### src/rtl/pipe_hazard_ctrl.sv
// Pipeline controller: scoreboards in-flight destinations to drive load-use stalls,
// DEC->EXE operand forwarding, branch flush sequencing and memory-wait freezing.
module pipe_hazard_ctrl #(
    parameter int REG_AW    = 4,
    parameter int FLUSH_LEN = 1,
    parameter int R0_ZERO   = 1,
    parameter int CNT_W     = 16
) (
    input  logic              clk,
    input  logic              nrst,
    input  logic              dec_valid,
    input  logic [REG_AW-1:0] dec_rs1,
    input  logic [REG_AW-1:0] dec_rs2,
    input  logic              dec_use_rs1,
    input  logic              dec_use_rs2,
    input  logic [REG_AW-1:0] dec_rd,
    input  logic              dec_needs_wb,
    input  logic              dec_is_load,
    input  logic              exe_branch_taken,
    input  logic              mem_wait,
    output logic              pc_hold,
    output logic              dec_hold,
    output logic              exe_bubble,
    output logic              dec_flush,
    output logic              exe_flush,
    output logic              mem_flush,
    output logic              pipe_freeze,
    output logic [1:0]        fwd_a_sel,
    output logic [1:0]        fwd_b_sel,
    output logic [CNT_W-1:0]  stall_cnt,
    output logic [CNT_W-1:0]  flush_cnt
);

    typedef enum logic [1:0] {RUN, FLUSH, FREEZE} state_t;

    localparam logic [1:0] FC_INIT = 2'(FLUSH_LEN);

    state_t state, ret_state, eff_state, next_state, next_ret;
    logic [1:0] fc, next_fc;

    // Scoreboard slots: _p0 = EXE, _p1 = MEM, _p2 = WB
    logic              vld_p0, vld_p1, vld_p2;
    logic [REG_AW-1:0] rd_p0, rd_p1, rd_p2;
    logic              ld_p0, ld_p1, ld_p2;

    logic ma_e, ma_m, ma_w, mb_e, mb_m, mb_w;
    logic run_act, flush_act, lu_hazard, stall, branch_go;
    logic [1:0] sel_a, sel_b;

    function automatic logic [CNT_W-1:0] sat_inc(input logic [CNT_W-1:0] v);
        return (&v) ? v : v + {{(CNT_W-1){1'b0}}, 1'b1};
    endfunction

    function automatic logic rs_match(input logic use_rs, input logic vld,
                                      input logic [REG_AW-1:0] rd,
                                      input logic [REG_AW-1:0] rs);
        return use_rs && vld && (rd == rs) && !((R0_ZERO != 0) && (rs == '0));
    endfunction

    function automatic logic [1:0] pick_sel(input logic me, input logic mm,
                                            input logic mw, input logic ld_exe);
        if (me)      return ld_exe ? 2'b00 : 2'b01;
        else if (mm) return 2'b10;
        else if (mw) return 2'b11;
        else         return 2'b00;
    endfunction

    // While frozen the FSM remembers where it came from; drive behaviour from that
    assign eff_state = (state == FREEZE) ? ret_state : state;

    assign ma_e = rs_match(dec_use_rs1, vld_p0, rd_p0, dec_rs1);
    assign ma_m = rs_match(dec_use_rs1, vld_p1, rd_p1, dec_rs1);
    assign ma_w = rs_match(dec_use_rs1, vld_p2, rd_p2, dec_rs1);
    assign mb_e = rs_match(dec_use_rs2, vld_p0, rd_p0, dec_rs2);
    assign mb_m = rs_match(dec_use_rs2, vld_p1, rd_p1, dec_rs2);
    assign mb_w = rs_match(dec_use_rs2, vld_p2, rd_p2, dec_rs2);

    assign sel_a     = pick_sel(ma_e, ma_m, ma_w, ld_p0);
    assign sel_b     = pick_sel(mb_e, mb_m, mb_w, ld_p0);
    assign lu_hazard = (ma_e || mb_e) && ld_p0;

    assign run_act   = nrst && !mem_wait && (eff_state == RUN);
    assign flush_act = nrst && !mem_wait && (eff_state == FLUSH);
    assign stall     = run_act && lu_hazard && !exe_branch_taken;
    assign branch_go = run_act && exe_branch_taken;

    always_ff @(posedge clk) begin
        if (!nrst) begin
            state     <= RUN;
            ret_state <= RUN;
            fc        <= 2'd0;
        end else begin
            state     <= next_state;
            ret_state <= next_ret;
            fc        <= next_fc;
        end
    end

    always_comb begin
        next_state = state;
        next_ret   = ret_state;
        next_fc    = fc;
        if (mem_wait) begin
            next_state = FREEZE;
            next_ret   = eff_state;
        end else begin
            case (eff_state)
                RUN: begin
                    next_state = exe_branch_taken ? FLUSH : RUN;
                    if (exe_branch_taken) next_fc = FC_INIT;
                end
                FLUSH: begin
                    if (fc <= 2'd1) next_state = RUN;
                    else begin
                        next_state = FLUSH;
                        next_fc    = fc - 2'd1;
                    end
                end
                default: next_state = RUN;
            endcase
        end
    end

    always_comb begin
        pipe_freeze = nrst && mem_wait;
        pc_hold     = pipe_freeze || stall;
        dec_hold    = pipe_freeze || stall;
        exe_bubble  = stall;
        dec_flush   = flush_act;
        exe_flush   = flush_act;
        mem_flush   = flush_act;
        fwd_a_sel   = run_act ? sel_a : 2'b00;
        fwd_b_sel   = run_act ? sel_b : 2'b00;
    end

    // Scoreboard advance: valid bits are control, slot payload is plain data
    always_ff @(posedge clk) begin
        if (!nrst) begin
            vld_p0 <= 1'b0;
            vld_p1 <= 1'b0;
            vld_p2 <= 1'b0;
        end else if (!mem_wait) begin
            vld_p2 <= vld_p1;
            vld_p1 <= flush_act ? 1'b0 : vld_p0;
            vld_p0 <= flush_act ? 1'b0 : (dec_valid && dec_needs_wb && !stall);
        end
    end

    always_ff @(posedge clk) begin
        if (!mem_wait) begin
            rd_p2 <= rd_p1;
            ld_p2 <= ld_p1;
            rd_p1 <= rd_p0;
            ld_p1 <= ld_p0;
            rd_p0 <= dec_rd;
            ld_p0 <= dec_is_load;
        end
    end

    always_ff @(posedge clk) begin
        if (!nrst) begin
            stall_cnt <= '0;
            flush_cnt <= '0;
        end else begin
            if (stall)     stall_cnt <= sat_inc(stall_cnt);
            if (branch_go) flush_cnt <= sat_inc(flush_cnt);
        end
    end

endmodule

### config.mk
export PLATFORM = sky130hd
export DESIGN_NAME = pipe_hazard_ctrl
export DESIGN_NICKNAME = d
export VERILOG_FILES = /design/src/rtl/pipe_hazard_ctrl.sv
export SDC_FILE = /design/constraint.sdc
export NUM_CORES = 1
export LEC_CHECK = 0
export BUFFER_PORTS_ARGS = -buffer_cell sky130_fd_sc_hd__buf_2
export CORE_AREA = 5 5 81 83
export CTS_CLUSTER_DIAMETER = 100
export CTS_CLUSTER_SIZE = 25
export DETAILED_ROUTE_END_ITERATION = 8
export DIE_AREA = 0 0 86 88
export PLACE_DENSITY_LB_ADDON = 0.12
export SYNTH_ARGS = -nofsm -noshare
export SYNTH_HDL_FRONTEND = slang
export SYNTH_SLANG_ARGS = --single-unit
### constraint.sdc
create_clock -name clk -period 4.95 [get_ports clk]
set_clock_uncertainty 0.15 [all_clocks]
set_input_delay 0.99 -clock clk [delete_from_list [all_inputs] [get_ports clk]]
set_output_delay 0.99 -clock clk [all_outputs]
set_load 0.005 [all_outputs]
* Word-level counts from Yosys, hierarchy flattened
Index checks and enable logic that the tools add are counted. Widths: inputs -> output; s select.
Word-level totals: register bits 54, bits of input ports 21, output and inout port bits 43, word-level logic and storage cells 95
Cells by class: $add $sub $neg 3, $lt $le $gt $ge 1, eq/ne operators 10, multiplexer cells 19, bitwise gates (word level) 4, reduce and logical (&&, ||, !) cells 45
Operators by type and width (number):
- $add 16x1->16 const B | 2
- $reduce_and 16->1 | 2
- $logic_and 1x1->1 | 28
- $eq 4x4->1 | 6
- $mux 2 | 12
- $logic_not 4->1 | 2
- $logic_not 1->1 | 5
- $mux 1 | 5
- $ne 2x2->1 const B | 2
- $not 1->1 | 4
- $pmux 2 s2 | 1
- $reduce_and 2->1 | 2
- $reduce_and 4->1 | 1
- $eq 2x1->1 const B | 1
- $eq 2x2->1 const B | 1
- $le 2x1->1 const B | 1
- $logic_not 2->1 | 1
- $logic_or 1x1->1 | 2
- $pmux 1 s2 | 1
- $reduce_bool 2->1 | 1
- $reduce_or 2->1 | 1
- $sub 2x1->2 const B | 1

* Depth between registers and ports, before layout
Gate-level depths: netlist of the first run.
depth after elaboration 10, gate-level depth with buffers 8, gate-level depth less buffers 7

* Worst setup path before layout of the first run
Ideal clock, no wire load.
path kind in2out, from in dec_rs2[0], to out pc_hold, arrival 2.275 ns, required time 3.810 ns, slack 1.535 ns, stages on the path 5, buffers on the path 1, path through o41ai_2 nor3_4 o21ai_1 o21ai_0 buf_4
Between the ends: longest elaborated chain between the ends 8, elaborated cells on any way between the ends 10, classes of those cells 1 x eq/ne; 9 x reduce/logical
Ends and longest elaborated chain:
- start: declaration | RTL line 13 | input logic [REG_AW-1:0] dec_rs2,
- $eq 4x4->1 / $logic_not 4->1 (equally long branches) | RTL line 57 | return use_rs && vld && (rd == rs) && !((R0_ZERO != 0) && (rs == '0));
- $logic_and 1x1->1 / $logic_not 1->1 (equally long branches) | RTL line 57
- $logic_and 1x1->1 * | RTL line 57
- $logic_or 1x1->1 * | RTL line 80 | assign lu_hazard = (ma_e || mb_e) && ld_p0;
- $logic_and 1x1->1 * | RTL line 80
- $logic_and 1x1->1 * (2 in a row) | RTL line 84 | assign stall = run_act && lu_hazard && !exe_branch_taken;
- $logic_or 1x1->1 *
- end: declaration | RTL line 21 | output logic pc_hold,
Mark *: on every way between the ends. The rest lies on a longest branch, timed or not.

* Final worst setup path of the first run
from in dec_rs1[0], to out pc_hold
Between the ends: longest elaborated chain between the ends 8, elaborated cells on any way between the ends 10, classes of those cells 1 x eq/ne; 9 x reduce/logical
Ends and longest elaborated chain:
- start: declaration | RTL line 12 | input logic [REG_AW-1:0] dec_rs1,
- $eq 4x4->1 / $logic_not 4->1 (equally long branches) | RTL line 57
- $logic_and 1x1->1 / $logic_not 1->1 (equally long branches) | RTL line 57
- $logic_and 1x1->1 * | RTL line 57
- $logic_or 1x1->1 * | RTL line 80
- $logic_and 1x1->1 * | RTL line 80
- $logic_and 1x1->1 * (2 in a row) | RTL line 84
- $logic_or 1x1->1 * | RTL line 126 | pc_hold = pipe_freeze || stall;
Marks and branches as above.

==> impl_results.md, run 1 <==
- Vias in the first global route: between 2,000 and 2,500
- Int Power: 0.650 mW
- Place WS: between 1 and 1.5 ns
- CTS tree: yes
- Worst-path clk slew: approximately 0.090 ns
- Die height: 88 um
- Clk_lat worst skew: 0.30 ns
- Layout cell share with drive strength beyond 1: between 20% and 30%
- CTS buffer count: 5
- EDFF count, synth: 13
- CP startpoint: dec_rs1[0]
- Final Critical Period: 3.73 ns
- Syn Area/Cell: about 9.2 um2
- Pins Over Slew Limit: 0
- Mapped Cells: 303
- Commonest cells after routing, fill and taps aside: buf_2 (63), dfxtp_1 (41), nor2_1 (29)
- Flops & latches, synth: 54
- Crit path required time: roughly 3.8 ns
- Final worst slack: 1.22 ns
- R2R cell count: 6
- Leading cell type in the layout, fill and taps excluded: buf_2
- Drt pass-1 iters: 4
- Max Root-Sink Buffers: 2
- Finished Core Util: between 50 and 60%
- Crit path max fanout: 9
- H-Tree Depth: 2
- Worst relative slew slack: between 50% and 60%
- Largest net degree at the start of global routing: 27
- WS Path Type: in2out
- Net switching power: between 0.15 and 0.2 mW
- Initial antenna violation count: 0
- # rows: 28
- HPWL after detailed placement: 4.78 mm
- Seq pwr share: a little under three fifths
- Gr usage total: between 10% and 20%
- Post-route setup TNS: 0 ns
- VDD IR max: about 130 uV
- RSZ-0062 raised after global routing: false
- Final Setup Violations: 0
- Die area: 7570 um2
- Initial Utilization: between 40% and 50%
- Worst Hold Class: reg2reg
- Wire length per cell: 14.5 um
- Worst R2R End: stall_cnt[3]
- GR peak layer: met2
- Setup slack, reg-to-reg: 2.69 ns
- Via/cell ratio: between 5 and 6
- Distinct cells, synth: 55
- Via count: between 2,000 and 2,500
- Seq/Total Area, Yosys: roughly 43%
- Type of destination of the critical path: primary output
- Routed Antenna Nets: 0
- Clock network power share: between 30% and 40%
- I/O pin cnt: 64
- Synth async-reset ratio: 0%
- Warnings from Yosys: 0
- GR Util met1: roughly a quarter
- Period utilization: approximately three quarters
- Actual slew at the worst max-slew pin: 0.615 ns
- Synthesized Nets: ~330
- Total grt overflow: 0
- Outcome: finished, final reports clean
- Startpoint types: primary input
- Sw frac: about 23%
- Area grow syn2layout: 17.3%
- Routability cong.: 0.885
- Met3 GRT Util: around 3.2%
- Area of the core: about 5800 um2
- # DRC: 0
- CTS Hold Bufs: 0
- Ant diodes: 0
- R2R Path Start: rd_p0[0]
- Nets@finish: 390
- Port bufs: 63
- Post-CTS sizing: 0
- Top FF cell, synth: dfxtp_1
- Drt first-iter violations: a little under 100
- Worst endpoint data arrival time: ~2.6 ns
- Setup bufs post-CTS: 0
- Combinational Power Share: 8.2%
- CP endpoint: pc_hold
- Max cap viols: 0
- Fmax: about 0.27 GHz
- Clk root buf: clkbuf_8
- Global-route met2 utilization: 28.9%
- Fin. Hold Viols: 0
- Die width: around 86 um
- LEAKAGE: between 1 and 1.5 nW
- Final WL: approximately 6.4 mm
- Power Density: around 260 nW/um2
- Mapped Area: 2800 um2
- First-pass GRT wire length: about 11 mm
- Clk sinks: 54
-- flip-flops by register name (all words and copies together) (netlist names) --
| name | count |
|---|---|
| fc | 2 |
| flush_cnt | 16 |
| ld_p0 | 1 |
| rd_p0 | 4 |
| rd_p1 | 4 |
| rd_p2 | 4 |
| ret_state | 2 |
| stall_cnt | 16 |
| state | 2 |
| vld_p0 | 1 |
| vld_p1 | 1 |
| vld_p2 | 1 |
-- per-stage QoR --
| stage | instance area (um2) | std cells | total power, mW | hold WS [ns] |
|---|---|---|---|---|
| 2_1_floorplan | 2800 | 303 | 0.527 | 0.282 |
| 3_3_place_gp | 3170 | 434 | 0.555 | 0.290 |
| 3_5_place_dp | 3170 | 434 | 0.555 | 0.296 |
| 4_1_cts | 3280 | 442 | 0.853 | 0.308 |
| 5_1_grt | 3280 | 442 | 0.883 | 0.329 |
| 6_report | 3280 | 442 | 0.841 | 0.306 |
-- Yosys cell counts, types with 5 or more instances --
cell,instances,area [um2]
and3_1,9,56.3
o21ai_0,10,50.1
nor2_1,29,109
nand4_1,7,43.8
edfxtp_1,13,390
xor2_1,17,149
a21oi_1,14,70.1
nand2b_1,5,31.3
inv_1,7,26.3
dfxtp_1,41,821
xnor2_1,19,166
nor4_1,7,43.8
mux2i_1,6,60.1
nand2_1,27,101
or3_1,5,31.3
nand3_1,19,95.1
nor3_1,8,40.0
-- how the worst min path moves through the flow --
stage          startpoint  depth (start not counted)  slack (ns)  endpoint
6_report            fc[1]                          2        0.31     fc[1]
5_1_grt             fc[1]                          2        0.33     fc[1]
4_1_cts             fc[1]                          2        0.31     fc[1]
3_5_place_dp        fc[1]                          2        0.30     fc[1]
3_3_place_gp        fc[1]                          2        0.29     fc[1]
2_1_floorplan       fc[1]                          2        0.28     fc[1]
-- per-layer routing --
layer  up-vias  routed length, um
li1       1217                  -
met1      1110               2990
met2        62               3020
met3         7                321
met4         0                 80
met5         -                  0
-- critical path, cell delays in order --
cell,delay (ns)
buf_2,0.14
o41ai_2,0.56
nor3_4,0.15
o21ai_1,0.39
o21ai_0,0.19
buf_2,0.16
-- logic make-up (layout without fill, tap and decap cells) --
kind of cell	Yosys count	after routing	share of synthesized area (%)
AO/OA/AOI/OAI	50	50	12.4
XOR/XNOR	36	36	11.3
adder cells (fa/ha/maj)	3	3	1.34
buffers and inverters	18	82	3.13
flip-flops	54	54	43.3
multiplexers	6	6	2.15
AND/OR/NAND/NOR	136	136	26.3
-- power groups by stage --
stage                     combinational (mW)  clock (mW)  sequential (mW)
after CTS                             0.0698       0.307            0.475
after floorplan                       0.0448           0            0.482
after global placement                0.0690           0            0.486
after global routing                  0.0770       0.328            0.477
after detailed placement              0.0693           0            0.486
final                                 0.0691       0.297            0.475
-- cell type report --
cell class / instances / area [um2]
Inverter: 9 / 33.8
Multi-Input combinational cell: 231 / 1500
Clock buffer: 6 / 76.3
Tap cell: 75 / 93.8
Fill cell: 532 / 2500
Clock inverter: 2 / 37.5
Timing Repair Buffer: 65 / 330
Sequential cell: 54 / 1210
(Power assumes the default switching activity.)
==> run 2: changes to the inputs <==
--- a/config.mk
+++ b/config.mk
@@ -5,12 +5,13 @@
 export SDC_FILE = /design/constraint.sdc
 export NUM_CORES = 1
 export LEC_CHECK = 0
+export ABC_AREA = 1
 export BUFFER_PORTS_ARGS = -buffer_cell sky130_fd_sc_hd__buf_2
-export CORE_AREA = 5 5 81 83
+export CORE_AREA = 5 5 87 89
 export CTS_CLUSTER_DIAMETER = 100
 export CTS_CLUSTER_SIZE = 25
 export DETAILED_ROUTE_END_ITERATION = 8
-export DIE_AREA = 0 0 86 88
+export DIE_AREA = 0 0 92 94
 export PLACE_DENSITY_LB_ADDON = 0.12
 export SYNTH_ARGS = -nofsm -noshare
 export SYNTH_HDL_FRONTEND = slang
==> constraint.sdc (replaced) <==
create_clock -name clk -period 3.3 [get_ports clk]
set_clock_uncertainty 0.15 [all_clocks]
set_input_delay 0.66 -clock clk [delete_from_list [all_inputs] [get_ports clk]]
set_output_delay 0.66 -clock clk [all_outputs]
set_load 0.005 [all_outputs]
==> run 2 against run 1 <==
  * Sequential power grew 50%
  * First-iteration DRC count grew 11%
  * Clock power grew 43%
  * Die area grew 14%
  * Utilization shrank 1.7 points
  * Global-route usage grew 0.22 points
  * Total power grew 49%
  * Sequential share of layout area shrank 4.0 points
  * Via count grew 26%
  * Routed wire length grew 17%
  * Synthesized cell count grew 53%
  * Critical path type unchanged
==> impl_results.md, run 2 <==
- Post-route setup TNS: 0 ns (unchanged)
- Worst relative slew slack: 63.5% (+4.7 points)
- Syn Area/Cell: 6.95 um2 (-25%)
- Initial antenna violation count: 0 (unchanged)
- Actual slew at the worst max-slew pin: 0.547 ns (-0.0676 ns)
- Routability cong.: 0.914 (+3.4%)
- Routed Antenna Nets: 0 (unchanged)
- RSZ-0062 raised after global routing: false
- Cell Chain, Critical Path: buf_2 -> inv_2 -> nand2_1 -> nand2_1 -> nor2_2 -> nand3_2 -> nand2_4 -> nand2_1 -> nand2_1 -> buf_2
- EDFF count, synth: 13 (unchanged)
- Commonest cells after routing, fill and taps aside: nand2_1 (117), inv_1 (72), nor2_1 (67)
- First-pass GRT wire length: 12.5 mm (+17%)
- Clk sinks: 54 (unchanged)
- CP most frequent cell: nand2_1
- Area of the multi-input gates: 1630 um2 (+8.9%)
- Flops & latches, synth: 54 (unchanged)
- Warnings from Yosys: 0 (unchanged)
- Max cap viols: 0 (unchanged)
- Via count: 3,020 (+26%)
- I/O pin cnt: 64 (unchanged)
- Fmax: around 0.38 GHz
- Most frequent cells after synthesis: nand2_1 (117), inv_1 (72), nor2_1 (67)
- Top cell type by total area after synthesis: dfxtp_1
- WS Path Type: in2out
- Fin. Hold Viols: 0 (unchanged)
- Gr usage total: 17.8% (+0.22 points)
- Top cells by area, synth: dfxtp_1 (25%), nand2_1 (14%), edfxtp_1 (12%)
- Top Registers: flush_cnt (16), stall_cnt (16)
- Crit path max fanout: 15 (+6)
- # DRC: 0 (unchanged)
- Critical path's top delay family: simple AND/OR/NAND/NOR gates
- Synth top area share: 25.4% (-4.0 points)
- Synthesized Nets: 489 (+50%)
- Final Critical Period: approximately 2.6 ns
- Nets@finish: 550 (+41%)
- Synth async-reset ratio: 0% (unchanged)
- FF+latch area: 1210 um2 (unchanged)
- Worst endpoint data arrival time: 1.82 ns (-0.77 ns)
- Clk root buf: clkbuf_8
- Ant diodes: 0 (unchanged)
- Type of destination of the critical path: primary output
- Seq/Total Area, Yosys: 37.5% (-5.8 points)
- Max Root-Sink Buffers: 2 (unchanged)
- Critical Path Slowest Stage Cell: nand2_4
- Layout cell share with drive strength beyond 1: 19.9% (-3.2 points)
- Drt first-iter violations: 110 (+11%)
- Wire length per cell: 12.4 um (-15%)
- Pins Over Slew Limit: 0 (unchanged)
- Total grt overflow: 0 (unchanged)
- CTS tree: yes
- Max incr delay on CP: 0.22 ns (-0.34 ns)
- H-Tree Depth: 2 (unchanged)
- Port bufs: 63 (unchanged)
- Initial Utilization: 48.4% (about the same)
- Leading cell type in the layout, fill and taps excluded: nand2_1
- Startpoint types: primary input
- Worst-path clk slew: 0.09 ns (about the same)
- Largest family of logic cells by synthesized area: simple AND/OR/NAND/NOR gates
- CTS Hold Bufs: 0 (unchanged)
- LEAKAGE: 1.66 nW (+26%)
- Worst Hold Class: reg2reg
- HPWL after detailed placement: 5.82 mm (+22%)
- Die height: 94 um (+6.8%)
- CP Buf/Inv Count: 3 (+1)
- Vias in the first global route: 2,720 (+20%)
- Synth Area in Adders: 1.16% (-0.18 points)
- Final Setup Violations: 0 (unchanged)
- VDD IR max: 187 uV (+39%)
- Period utilization: 79.7%
- Via/cell ratio: 4.98 (-8.2%)
- Multiplexer share of the synthesized area: 0% (-2.1 points)
- Die width: 92 um (+7.0%)
- Fill count: 693 (+30%)
- Top FF cell, synth: dfxtp_1
- Post-synthesis compound-gate area fraction: 9.95% (-2.5 points)
- Power Density: 341 nW/um2 (+33%)
- Drt pass-1 iters: 4 (unchanged)
- Final Power: 1.25 mW (+49%)
- Outcome: finished, final reports clean
- Final WL: 7.50 mm (+17%)
- Largest net degree at the start of global routing: 20 (-26%)
- Crit path required time: 2.49 ns (-1.32 ns)
- Mapped Cells: 465 (+53%)
- Die area: 8650 um2 (+14%)
- Distinct cells, synth: 38 (-31%)
- Mapped Area: 3230 um2 (+16%)
- Setup bufs post-CTS: 0 (unchanged)
- Post-CTS sizing: 0 (unchanged)
- Area of the core: 6680 um2 (+16%)
- CTS buffer count: 5 (unchanged)
- Clk_lat worst skew: 0.31 ns (about the same)
- # rows: 30 (+7.1%)
- Synth Area in XOR/XNOR: 2.17% (-9.1 points)
- Area grow syn2layout: 13.9%
- Most common cell in the netlist: nand2_1
- Simple-Gate Fraction of Synth Area: 37.2% (+11 points)
[run 2: cell types whose count changed in the layout (fill, tap and decap cells not counted), sizes merged, moves of 8 or more]
cell / change
and3: -9
inv: +71
nand2: +95
nand4: +14
nor2: +45
o22ai: +8
xnor2: -13
xor2: -15
[run 2: metal layers]
metal,global-route usage (%),part of all wire [%],routed length [um]
met5,0,0,0
met2,28.5,45,3360
met3,3.29,4.2,313
met1,24.5,50,3740
met4,5.07,1.1,80
[run 2: cells by family after synthesis]
group	after synthesis
AO/OA/AOI/OAI	56
XOR/XNOR	8
buffers and inverters	89
AND/OR/NAND/NOR	255
adder cells (fa/ha/maj)	3
flip-flops	54
[run 2: metrics by stage]
stage | area (um2) | cells | hold WS, ns | util (%) | setup WS [ns]
after floorplan | 3230 | 465 | 0.281 | - | 1.09
after global placement | 3570 | 599 | 0.299 | 53.4 | 0.668
after detailed placement | 3570 | 599 | 0.310 | 53.4 | 0.656
after CTS | 3680 | 607 | 0.323 | 55.1 | 0.658
after global routing | 3680 | 607 | 0.348 | 55.1 | 0.549
final | 3680 | 607 | 0.316 | 55.1 | 0.671
[run 2: area by class of cell]
type                    instances  area share [%]
multi-input cells             322            44.3
well taps                      80            2.72
clock buffers                   8            3.03
flip-flops and latches         54            32.9
inverters                      78            8.03
repair buffers                 65            8.98
[run 2: report_power, final]
part	internal, mW	switching [mW]	leakage [nW]
registers	0.695	0.0172	0.458
logic	0.0422	0.0744	1.15
clock network	0.217	0.208	0.0566
[run 2: path summary, 6_finish.rpt]
kind,slack [ns],cells after the start,startpoint,to
setup / recovery,0.67,10,dec_rs1[3],dec_hold
hold / removal,0.32,1,fc[0],fc[0]
setup reg to reg,1.06,10,stall_cnt[0],stall_cnt[1]
hold reg to reg,0.32,1,fc[0],fc[0]
==> run 3: changes to the inputs <==
--- a/config.mk
+++ b/config.mk
@@ -5,13 +5,13 @@
 export SDC_FILE = /design/constraint.sdc
 export NUM_CORES = 1
 export LEC_CHECK = 0
-export ABC_AREA = 1
+export ABC_AREA = 0
 export BUFFER_PORTS_ARGS = -buffer_cell sky130_fd_sc_hd__buf_2
-export CORE_AREA = 5 5 87 89
+export CORE_AREA = 5 5 82 84
 export CTS_CLUSTER_DIAMETER = 100
 export CTS_CLUSTER_SIZE = 25
 export DETAILED_ROUTE_END_ITERATION = 8
-export DIE_AREA = 0 0 92 94
+export DIE_AREA = 0 0 87 89
 export PLACE_DENSITY_LB_ADDON = 0.12
 export SYNTH_ARGS = -nofsm -noshare
 export SYNTH_HDL_FRONTEND = slang
==> constraint.sdc (replaced) <==
create_clock -name clk -period 2.4 [get_ports clk]
set_clock_uncertainty 0.15 [all_clocks]
set_input_delay 0.48 -clock clk [delete_from_list [all_inputs] [get_ports clk]]
set_output_delay 0.48 -clock clk [all_outputs]
set_load 0.005 [all_outputs]
==> run 3 against run 2 <==
  * The run now ends with setup timing left
  * Critical path depth down 2
  * Total power up 38%
  * Clock-buffer cell count down 2
  * Sequential power up 37%
  * Sequential cell count stayed put
  * Global-route usage is 0.57 points higher
  * Clock power grew 33%
  * Register-to-register slack got worse by 0.92 ns
  * Critical endpoint is now fwd_b_sel[0]
  * Largest cell class unchanged
==> impl_results.md, run 3 (same netlist as run 1, synthesis figures left out) <==
- Initial antenna violation count: 0 (unchanged)
- Critical Path Slowest Stage Cell: edfxtp_1
- Wire length per cell: 14.4 um (+17%)
- CP Buf/Inv Count: 2 (-1)
- Area of the core: 5850 um2 (-12%)
- Worst relative slew slack: 66.2% (+2.7 points)
- Critical path's top delay family: simple AND/OR/NAND/NOR gates
- HPWL after detailed placement: 5.20 mm (-11%)
- Max Root-Sink Buffers: 2 (unchanged)
- Failing checks: setup timing
- VDD IR max: 230 uV (+23%)
- Die area: 7740 um2 (-10%)
- Final Power: 1.73 mW (+38%)
- Final Setup Violations: 3 (+3)
- Fmax: 0.400 GHz
- Die height: 89 um (-5.3%)
- Clk_lat worst skew: 0.31 ns (about the same)
- Final worst slack: -0.0994 ns (-0.771 ns)
- Hold Path Depth: 1 (unchanged)
- Cell Chain, Critical Path: buf_4 -> xor2_1 -> nor4_1 -> and3_1 -> nor3b_2 -> a21oi_1 -> nor2_1 -> buf_2
- RSZ-0062 raised after global routing: true
- Max cap viols: 0 (unchanged)
- Fill count: 536 (-23%)
- Critical Path Stages: 8 (-2)
- Area post-placement: 3340 um2 (-6.3%)
- Crit path max fanout: 2 (-13)
- H-Tree Depth: 2 (unchanged)
- First-pass GRT wire length: 11.3 mm (-9.9%)
- CTS buffer count: 5 (unchanged)
- Area grow syn2layout: 28.4%
- Ant diodes: 0 (unchanged)
- Gr usage total: 18.3% (+0.57 points)
- Startpoint types: flip-flop
- Post-Layout Cell Count: 473 (-22%)
- R2R cell count: 8 (-2)
- CTS tree: yes
- Final Critical Period: between 2 and 2.5 ns
- Crit path required time: 1.77 ns (-0.72 ns)
- Nets@finish: 421 (-23%)
- Type of destination of the critical path: primary output
- Top Registers: flush_cnt (16), stall_cnt (16)
- Clk root buf: clkbuf_8
- Worst-path clk slew: 0.10 ns (about the same)
- Drt pass-1 iters: 4 (unchanged)
- Routed Antenna Nets: 0 (unchanged)
- Drt first-iter violations: 162 (+47%)
- Initial Utilization: 47.8% (-0.58 points)
- Port bufs: 63 (unchanged)
- WS Path Type: reg2out
- Period utilization: 104%
- Max incr delay on CP: 0.42 ns (+0.20 ns)
- Via count: 2,533 (-16%)
- I/O pin cnt: 64 (unchanged)
- Vias in the first global route: 2,436 (-10%)
- Pins Over Slew Limit: 0 (unchanged)
- Actual slew at the worst max-slew pin: 0.503 ns (-0.0444 ns)
- Design area: 3590 um2 (-2.4%)
- Commonest cells after routing, fill and taps aside: buf_2 (62), dfxtp_1 (41), buf_4 (30)
- Power Density: 481 nW/um2 (+41%)
- Fin. Hold Viols: 0 (unchanged)
- Largest net degree at the start of global routing: 23 (+15%)
- Die width: 87 um (-5.4%)
- # rows: 28 (-6.7%)
- Clk sinks: 54 (unchanged)
- LEAKAGE: 1.51 nW (-9.3%)
- Total grt overflow: 0 (unchanged)
- Routability cong.: 0.829 (-9.3%)
- Worst endpoint data arrival time: 1.87 ns (+0.05 ns)
- Final WL: 6.81 mm (-9.1%)
- Layout cell share with drive strength beyond 1: 32.2% (+12 points)
- # DRC: 0 (unchanged)
- Leading cell type in the layout, fill and taps excluded: buf_2
- Via/cell ratio: 5.36 (+7.6%)
- Outcome: finished with violations
- Worst Hold Class: in2reg
- Inst Count DP: 456 (-24%)
run 3: final cells by class:
cell class                 instances  area, um2  area share, %
clock buffer                       6       93.8           2.62
clock inverter                     2       10.0          0.279
inverter                           9       33.8          0.941
multi-input combinational        231       1560           43.4
sequential                        54       1210           33.8
tap                               75       93.8           2.62
timing repair buffer              96        589           16.4
run 3: path summary, 6_finish.rpt:
check                           startpoint            to  slack (ns)
worst min-delay path             dec_rd[2]      rd_p0[2]        0.19
worst min register to register       fc[1]         fc[1]        0.31
worst max register to register    rd_p0[3]  stall_cnt[4]        0.14
worst max-delay path              rd_p2[3]  fwd_b_sel[0]        -0.1
run 3: where the power goes:
| group | switching [mW] | internal [mW] |
|---|---|---|
| Combinational | 0.0922 | 0.0891 |
| Sequential | 0.0243 | 0.956 |
| Clock | 0.298 | 0.266 |
| Total | 0.414 | 1.31 |
run 3: what timing repair did:
action / CTS / global route
hold buffers: 0 / 0
setup buffers: 6 / 3
pin swaps: 5 / 14
endpoints found under the setup margin: 6 / 8
resized for setup: 5 / 11
run 3: stage by stage:
stage | setup TNS [ns] | util (%) | setup WS (ns) | hold slack, ns
floorplan | 0 | - | 0.00484 | 0.282
global placement | -0.0427 | 57.1 | -0.0324 | 0.290
detailed placement | -0.461 | 57.1 | -0.155 | 0.296
CTS | -0.293 | 60.0 | -0.0975 | 0.187
global route | -0.900 | 61.3 | -0.214 | 0.174
finish | -0.197 | 61.3 | -0.0994 | 0.190
run 3: per-layer routing:
layer  vias up  GRT usage, %  share of wire, %
met1      1194          22.8                45
met3         4          3.96               4.9
met5         -             0                 0
met2        53          31.4                49
met4         0          6.52              0.85
li1       1282             -                 -
